<file path="src/rtl/pipe_stage_elastic.sv">
// Elastic inter-stage pipeline register with valid/ready handshake, flush,
// bubble control zeroing and an optional two-entry skid buffer.
module pipe_stage_elastic #(
  parameter int DATA_W = 32,
  parameter int CTRL_W = 8,
  parameter int SKID   = 1
) (
  input  logic              clk,
  input  logic              reset,
  input  logic              flush,
  input  logic              in_valid,
  output logic              in_ready,
  input  logic [DATA_W-1:0] in_data,
  input  logic [CTRL_W-1:0] in_ctrl,
  output logic              out_valid,
  input  logic              out_ready,
  output logic [DATA_W-1:0] out_data,
  output logic [CTRL_W-1:0] out_ctrl,
  output logic [1:0]        occupancy
);

  logic              main_valid;
  logic [DATA_W-1:0] main_data;
  logic [CTRL_W-1:0] main_ctrl;
  logic              skid_valid;
  logic              in_fire;
  logic              out_fire;

  // Outputs are masked during reset so no transfer is reported in that cycle.
  assign out_valid = main_valid & ~reset;
  assign out_data  = reset ? '0 : main_data;
  assign out_ctrl  = out_valid ? main_ctrl : '0;
  assign occupancy = reset ? 2'd0 : ({1'b0, main_valid} + {1'b0, skid_valid});

  assign in_fire  = in_valid & in_ready;
  assign out_fire = out_valid & out_ready;

  generate
    if (SKID != 0) begin : g_skid
      logic [DATA_W-1:0] skid_data;
      logic [CTRL_W-1:0] skid_ctrl;

      // Ready depends only on held state, breaking the out_ready->in_ready path.
      assign in_ready = ~reset & ~skid_valid;

      always_ff @(posedge clk) begin
        if (reset) begin
          main_valid <= 1'b0;
          main_data  <= '0;
          main_ctrl  <= '0;
          skid_valid <= 1'b0;
          skid_data  <= '0;
          skid_ctrl  <= '0;
        end else if (flush) begin
          main_valid <= 1'b0;
          main_ctrl  <= '0;
          skid_valid <= 1'b0;
          skid_ctrl  <= '0;
        end else if (out_fire || !main_valid) begin
          if (skid_valid) begin
            main_valid <= 1'b1;
            main_data  <= skid_data;
            main_ctrl  <= skid_ctrl;
            skid_valid <= 1'b0;
            skid_ctrl  <= '0;
          end else if (in_fire) begin
            main_valid <= 1'b1;
            main_data  <= in_data;
            main_ctrl  <= in_ctrl;
          end else begin
            main_valid <= 1'b0;
            main_ctrl  <= '0;
          end
        end else if (in_fire) begin
          skid_valid <= 1'b1;
          skid_data  <= in_data;
          skid_ctrl  <= in_ctrl;
        end
      end
    end else begin : g_single
      assign skid_valid = 1'b0;
      assign in_ready   = ~reset & (out_ready | ~main_valid);

      always_ff @(posedge clk) begin
        if (reset) begin
          main_valid <= 1'b0;
          main_data  <= '0;
          main_ctrl  <= '0;
        end else if (flush) begin
          main_valid <= 1'b0;
          main_ctrl  <= '0;
        end else if (in_fire) begin
          main_valid <= 1'b1;
          main_data  <= in_data;
          main_ctrl  <= in_ctrl;
        end else if (out_fire) begin
          main_valid <= 1'b0;
          main_ctrl  <= '0;
        end
      end
    end
  endgenerate

  // The skid entry is always younger than the main entry, so it never exists alone.
  a_skid_implies_main: assert property (@(posedge clk) disable iff (reset)
    skid_valid |-> main_valid);

  a_full_not_ready: assert property (@(posedge clk) disable iff (reset)
    (occupancy == 2'd2) |-> !in_ready);

endmodule

</file>
<file path="config.mk">
export PLATFORM = sky130hd
export DESIGN_NAME = pipe_stage_elastic
export DESIGN_NICKNAME = d
export VERILOG_FILES = /design/src/rtl/pipe_stage_elastic.sv
export SDC_FILE = /design/constraint.sdc
export NUM_CORES = 1
export LEC_CHECK = 0
export BUFFER_PORTS_ARGS = -buffer_cell sky130_fd_sc_hd__buf_2
export CORE_ASPECT_RATIO = 2
export CORE_MARGIN = 8
export CORE_UTILIZATION = 50
export CTS_CLUSTER_SIZE = 20
export DETAILED_ROUTE_END_ITERATION = 8
export PLACE_DENSITY_LB_ADDON = 0.15
export SYNTH_ARGS = -nofsm -noshare
export SYNTH_HDL_FRONTEND = slang
export SYNTH_SLANG_ARGS = --single-unit
</file>
<file path="constraint.sdc">
create_clock -name clk -period 2.5 [get_ports clk]
set_clock_uncertainty 0.05 [all_clocks]
set_input_delay 0.5 -clock clk [delete_from_list [all_inputs] [get_ports clk]]
set_output_delay 0.5 -clock clk [all_outputs]
set_load 0.03 [all_outputs]
</file>
# == After elaboration in Yosys (flattened, before gate mapping) ==
# Cells that the tools add are included.
# word_totals
reg_bits,82
in_bits,45
out_inout_bits,44
# classes
n_addsub,1
n_eq_ne,1
mux,12
bitwise_logic,8
n_reduce_logical,9
# op_table
cell,n
$mux 32,3
$mux 8,6
$reduce_and 3->1,2
$and 1x1->1,4
$not 1->1,4
$reduce_bool 2->1,2
$reduce_or 3->1,1
$add 1x1->2,1
$mux 1,2
$mux 2,1
$ne 2x2->1 const B,1
$reduce_and 2->1,1
$reduce_or 2->1,1
$logic_not 1->1,1
$logic_or 1x1->1,1

# == Longest topological paths before layout ==
# Gate-level depths: netlist of run 1.
# logic_depth
depth_word,6
depth_mapped,6
ltp_nobuf,3

# == Worst setup path after synthesis of run 1 ==
# Ideal clock, no wire load.
# synth_timing
path_kind,input to output
startpoint,input reset
endpoint,output out_ctrl[0]
arrival_time_ns,1.521
t_required_ns,1.950
setup_slack_ns,0.429
cell_stages,4
path_buffers,2
cell_sequence,buf_2 nor2b_1 clkbuf_1 and2_1
# synth_between
elab_chain_len,3
# synth_lines
item,line,text
from (decl),9,"input logic reset,"
$not 1->1,30,assign out_valid = main_valid & ~reset;
$and 1x1->1,30,
via out_valid,15,"output logic out_valid,"
$mux 8,32,assign out_ctrl = out_valid ? main_ctrl : '0;
to (decl),18,"output logic [CTRL_W-1:0] out_ctrl,"
# The timed path passes the listed nets, and every way through them passes these cells.

# == Worst setup path after layout of run 1 ==
# layout_timing
startpoint,register main_valid
endpoint,output out_ctrl[0]
# layout_between
elab_chain_len,2
# layout_lines
item,line,text
from (decl),22,logic main_valid;
from (signal assigned),48,main_valid <= 1'b0;
from (signal assigned),55,main_valid <= 1'b0;
from (signal assigned),61,main_valid <= 1'b1;
$and 1x1->1,30,
$mux 8,32,
# Every way passes these cells.

==> reports/results.txt, run 1 <==
outcome = finished, final reports clean
peak ir drop on the vdd network = 0.597 mV
delay of the slowest cell on the worst path = 0.52 ns
max capacitance violation total = 0
Synth-to-Final Area Change = 20.2%
layout cell share with drive strength beyond 1 = 0.254
data required time of the worst path = 1.95 ns
total power density per cell area = 647 nW/µm²
total iterations of the first detailed-routing run = 4
netlist area before placement = 3740 µm²
count of final max-slew check failures = 0
cell count after synthesis = 417
H-tree depth = 3
Synth Warn # = 0
count of placed standard cells including taps = 564
Post-CTS Setup Repair Bufs = 0
leak pwr = 0.00178 µW
share of synthesized flip-flops with an asynchronous set or reset = 0
switching power = 658 µW
count of flip-flops with a built-in enable after synthesis = 0
area fraction of the dominant cell type after synthesis = 0.438
cell-internal power = 2250 µW
switching share of power = 0.226
die footprint = 10700 µm²
CTS Buf Count = 9
leading cell type by number of instances after synthesis = sky130_fd_sc_hd__dfxtp_1
CTS clk-pin slew, worst paths = 0.05 ns
cts repair resizes = 0
Net Count, Synth = 463
Power, Total = 2910 µW
Final GP Congestion = 0.799
Yosys top cell by area = sky130_fd_sc_hd__dfxtp_1
number of placement rows = 44
post-route setup TNS = 0 ns
global-route usage over all layers = 0.188
initial antenna violation count = 0
logic gate share of total power = 0.089
core box area = 7270 µm²
Arr. time, crit path = 1.70 ns
Reg2Reg Setup Slack = 0.30 ns
remaining antenna violation count after routing = 0
initial cell density of the core = 0.515
number of failing hold endpoints at the final stage = 0
clock sinks = 82
Skew-Pair Late Insertion Delay = 0.33 ns
count of boundary I/O pins = 89
crit path time final = 2.25 ns
Bufs and invs on worst path = 1
met2 Track Usage GR = 0.341
buffers added on ports = 88
Worst Setup End Kind = output port
largest net degree at the start of global routing = 52
count of antenna diodes in the layout = 0
final net count = 529
RSZ-0062 raised after global routing = false
register bit count reported by yosys = 82
global routing's busiest layer = met2
Setup Crit Path Kind = flip-flop to output port
maximum buffer depth of the clock tree = 2
mean area per synthesized cell = 8.98 µm²
GRT Residual Overflow = 0
sequential cell fraction of total power = 0.462
cell chain of the critical path = nor2b_1 -> and2_1 -> buf_2
slowest library cell on the worst path = sky130_fd_sc_hd__dfxtp_1
wire length of the first global-routing pass = 16600 µm
post-layout instance count excluding filler cells = 580
global-route track usage on met3 = 0.0494
drt via density = 5.64
via count of the first global-routing pass = 3412
initial detailed-routing violation count = 250
Die Y-Extent = 138 µm
top cell family by delay on the critical path = simple AND/OR/NAND/NOR gates
top area cells in the synthesized netlist = sky130_fd_sc_hd__dfxtp_1, sky130_fd_sc_hd__mux2i_1, sky130_fd_sc_hd__o31ai_1
CP startpoint kind = flip-flop
Final period util = 0.900
number of endpoints failing setup at the final stage = 0
per-cell routed wire length = 17.2 µm
detailed-route wire length = 10000 µm
root cell of the clock tree = sky130_fd_sc_hd__clkbuf_16
Die X = 77.2 µm
global-route track usage on met1 = 0.202
HPWL after detailed placement = 6840 µm
CP Max Fanout = 12
post-cts hold buffer count = 0
post-synthesis cell type count = 38
DRC violation count after routing = 0
TritonCTS clock tree = yes
actual transition at the worst max-transition pin = 0.878 ns
portion of the post-synthesis area used by sequential elements = 0.438
worst min path class = input pin to flip-flop
count of vias placed by the detailed router = 3273
Post-synth top cells = sky130_fd_sc_hd__dfxtp_1, sky130_fd_sc_hd__nor2b_1, sky130_fd_sc_hd__a21oi_1
part of the total power dissipated in the clock network = 0.448
timing-limited maximum frequency = 0.445 GHz
most frequently used flop master after synthesis = sky130_fd_sc_hd__dfxtp_1
remaining max-slew budget at the tightest pin = 0.414
-- layout by cell type (no fill, tap or decap), types with 3 or more instances in the layout --
cell | synthesis | final
sky130_fd_sc_hd__a21oi_1 | 35 | 35
sky130_fd_sc_hd__a221o_1 | 7 | 7
sky130_fd_sc_hd__a22o_1 | 7 | 7
sky130_fd_sc_hd__and2_1 | 16 | 16
sky130_fd_sc_hd__buf_2 | 12 | 88
sky130_fd_sc_hd__buf_4 | 1 | 11
sky130_fd_sc_hd__clkbuf_1 | 23 | 3
sky130_fd_sc_hd__clkbuf_16 | 0 | 9
sky130_fd_sc_hd__dfxtp_1 | 82 | 81
sky130_fd_sc_hd__mux2i_1 | 32 | 32
sky130_fd_sc_hd__nand2_1 | 3 | 3
sky130_fd_sc_hd__nand2b_1 | 3 | 3
sky130_fd_sc_hd__nand3_1 | 32 | 32
sky130_fd_sc_hd__nor2_1 | 4 | 3
sky130_fd_sc_hd__nor2b_1 | 37 | 35
sky130_fd_sc_hd__o21ai_0 | 29 | 29
sky130_fd_sc_hd__o21ai_1 | 33 | 33
sky130_fd_sc_hd__o31ai_1 | 32 | 32
-- cells by family (layout without fill, tap and decap cells) --
kind of cell,after synthesis,count (layout),synth area share
mux,32,32,0.0855
buf+inv,47,118,0.0605
fa+ha+maj,1,1,0.00334
simple gates,104,104,0.164
flops,82,82,0.438
compound gates,151,151,0.248
-- registers in the layout, summed over array words and instances (netlist names) --
register / count
skid_valid: 1
main_valid: 1
g_skid.skid_ctrl: 8
main_data: 32
g_skid.skid_data: 32
main_ctrl: 8
-- path summary, 6_finish.rpt --
kind | from | cells past startpoint | end
max | main_valid | 3 | out_ctrl[0]
min | in_ctrl[5] | 2 | g_skid.skid_ctrl[5]
max reg2reg | main_valid | 3 | main_data[30]
min reg2reg | g_skid.skid_ctrl[2] | 1 | g_skid.skid_ctrl[2]
-- layer usage --
layer,vias to the layer above,routed length [µm]
li1,1641,-
met1,1536,4020
met2,87,5320
met3,9,510
met4,0,157
met5,-,0
-- worst register-to-register path, delay by kind of cell (launching register included) --
family          cells  cell delay [ns]
simple gates        2             1.31
flops               1             0.52
compound gates      1             0.18
-- area by class of cell --
class                   count  area (µm²)
clock buffers              14         264
repair buffers            100         543
clock inverters             2        35.0
multi-input cells         288        1900
inverters                   2        7.51
flip-flops and latches     82        1640
fillers                   676        2760
well taps                  92         115
-- power by group through the flow --
stage	Combinational, µW	Sequential (µW)	Clock, µW
6_report	260	1350	1310
5_1_grt	283	1350	1390
4_1_cts	262	1350	1340
3_5_place_dp	261	1380	0
3_3_place_gp	256	1370	0
2_1_floorplan	165	1370	0
-- per-stage QoR --
stage / instance area, µm² / util / worst slack, ns / hold WS [ns]
final: 4500 / 0.620 / 0.251 / 0.361
after global routing: 4500 / 0.620 / 0.113 / 0.356
after detailed placement: 4200 / 0.579 / 0.269 / 0.407
after global placement: 4200 / 0.579 / 0.349 / 0.402
after CTS: 4500 / 0.620 / 0.259 / 0.347
after floorplan: 3740 / - / 0.429 / 0.393
(Power assumes the default switching activity.)
==> run 2, diff against run 1 <==
--- a/config.mk
+++ b/config.mk
@@ -6,11 +6,13 @@
 export NUM_CORES = 1
 export LEC_CHECK = 0
 export BUFFER_PORTS_ARGS = -buffer_cell sky130_fd_sc_hd__buf_2
+export CAP_MARGIN = 10
 export CORE_ASPECT_RATIO = 2
 export CORE_MARGIN = 8
 export CORE_UTILIZATION = 50
 export CTS_CLUSTER_SIZE = 20
 export DETAILED_ROUTE_END_ITERATION = 8
+export GPL_TIMING_DRIVEN = 0
 export PLACE_DENSITY_LB_ADDON = 0.15
 export SYNTH_ARGS = -nofsm -noshare
 export SYNTH_HDL_FRONTEND = slang
==> reports/results.txt, run 2 (synthesized netlist as in run 1, its figures left out) <==
initial antenna violation count = 0
CP startpoint kind = input pin
Regs by FF count = g_skid.skid_data x32, main_data x32
wire length of the first global-routing pass = 16700 µm
cell type with the highest occurrence count on the critical path = sky130_fd_sc_hd__buf_2
number of failing hold endpoints at the final stage = 0
max capacitance violation total = 0
drt via density = 5.62
crit path time final = 2.30 ns
die footprint = 10700 µm²
remaining antenna violation count after routing = 0
largest net degree at the start of global routing = 13
CP Max Fanout = 10
data required time of the worst path = 1.95 ns
met2 Track Usage GR = 0.348
GRT Residual Overflow = 0
buffers added on ports = 87
slowest library cell on the worst path = sky130_fd_sc_hd__buf_1
Final Instance Area = 4600 µm²
number of placement rows = 44
peak ir drop on the vdd network = 0.514 mV
timing-limited maximum frequency = 0.435 GHz
logic gate share of total power = 0.089
HPWL after detailed placement = 7350 µm
DRC violation count after routing = 0
Worst Setup End Kind = output port
switching power = 664 µW
global-route usage over all layers = 0.189
Die X = 77.2 µm
post-route setup TNS = 0 ns
detailed-route wire length = 10100 µm
Reg2Reg Setup Slack = 0.61 ns
cell chain of the critical path = buf_2 -> buf_2 -> buf_1 -> clkbuf_2 -> nor2_1 -> buf_2
number of endpoints failing setup at the final stage = 0
Setup Crit Path Kind = input pin to output port
cell-internal power = 2320 µW
global-route track usage on met1 = 0.192
RSZ-0062 raised after global routing = false
leak pwr = 0.00184 µW
clock sinks = 82
via count of the first global-routing pass = 3458
CTS Buf Count = 9
final setup slack of the worst path = 0.200 ns
commonest cells after routing, fill and taps aside = sky130_fd_sc_hd__buf_2, sky130_fd_sc_hd__dfxtp_1, sky130_fd_sc_hd__nor2b_1, sky130_fd_sc_hd__a21oi_1, sky130_fd_sc_hd__o21ai_1
switching share of power = 0.223
total power density per cell area = 648 nW/µm²
core box area = 7270 µm²
count of vias placed by the detailed router = 3431
delay of the slowest cell on the worst path = 0.37 ns
count of final max-slew check failures = 0
H-tree depth = 3
global-route track usage on met3 = 0.0545
count of boundary I/O pins = 89
worst min path class = input pin to flip-flop
CTS clk-pin slew, worst paths = 0.05 ns
remaining max-slew budget at the tightest pin = 0.607
cts repair resizes = 0
total iterations of the first detailed-routing run = 5
TritonCTS clock tree = yes
Post-CTS Setup Repair Bufs = 0
initial cell density of the core = 0.515
pre-CTS worst setup slack = 0.0612 ns
number of filler cells placed in the layout = 657
part of the total power dissipated in the clock network = 0.460
Arr. time, crit path = 1.75 ns
global routing's busiest layer = met2
Final Hold Slack = 0.352 ns
maximum buffer depth of the clock tree = 2
most frequent standard cell in the layout excluding fill and tap cells = sky130_fd_sc_hd__buf_2
initial detailed-routing violation count = 194
Final GP Congestion = 0.812
actual transition at the worst max-transition pin = 0.588 ns
outcome = finished, final reports clean
Synth-to-Final Area Change = 23.0%
layout cell share with drive strength beyond 1 = 0.241
post-cts hold buffer count = 0
per-cell routed wire length = 16.6 µm
root cell of the clock tree = sky130_fd_sc_hd__clkbuf_16
Final period util = 0.920
sequential cell fraction of total power = 0.451
Skew-Pair Late Insertion Delay = 0.33 ns
Placed Instance Area = 4300 µm²
Die Y-Extent = 138 µm
count of antenna diodes in the layout = 0
Power, Total = 2980 µW
final net count = 561
==> run 2: cell types whose count changed in the layout (fill, tap and decap cells not counted), moves of 2 or more <==
| cell | change |
|---|---|
| sky130_fd_sc_hd__clkbuf_2 | +2 |
| sky130_fd_sc_hd__nor2b_1 | +2 |
| sky130_fd_sc_hd__buf_4 | -10 |
| sky130_fd_sc_hd__buf_2 | +11 |
| sky130_fd_sc_hd__clkbuf_1 | +21 |
| sky130_fd_sc_hd__buf_1 | +3 |
| sky130_fd_sc_hd__buf_6 | +4 |
==> run 2: through the flow <==
stage	std cells	utilization
floorplan	417	-
global placement	596	0.591
detailed placement	596	0.591
CTS	610	0.633
finish	610	0.634
global route	610	0.634
==> run 2: critical path, delay by kind of cell <==
family	cells	cell delay [ns]
buf+inv	5	1.18
simple gates	1	0.07
==> run 2: area by class of cell <==
cell class	instances	area, µm²	area share
Multi-Input combinational cell	288	1880	0.408
Sequential cell	82	1640	0.357
Timing Repair Buffer	87	435	0.0946
Clock buffer	11	243	0.0527
Buffer	45	220	0.0478
Tap cell	92	115	0.0250
Clock inverter	3	65.1	0.0141
Inverter	2	7.51	0.00163
==> run 2: worst paths after layout <==
path | start | endpoint | cells past startpoint
hold / removal | in_ctrl[6] | g_skid.skid_ctrl[6] | 2
setup / recovery | reset | in_ready | 6
hold reg to reg | g_skid.skid_ctrl[6] | g_skid.skid_ctrl[6] | 1
setup reg to reg | main_valid | g_skid.skid_data[9] | 6
==> run 2: power by group through the flow <==
| stage | Sequential (µW) | Clock, µW | Combinational, µW |
|---|---|---|---|
| floorplan | 1370 | 0 | 165 |
| global placement | 1370 | 0 | 262 |
| detailed placement | 1370 | 0 | 266 |
| global route | 1350 | 1440 | 293 |
| finish | 1350 | 1370 | 266 |
| CTS | 1350 | 1400 | 268 |
==> run 2: routing by layer <==
layer	wire, µm	vias up
met5	0	-
li1	-	1706
met4	185	0
met1	3930	1606
met3	504	18
met2	5490	101
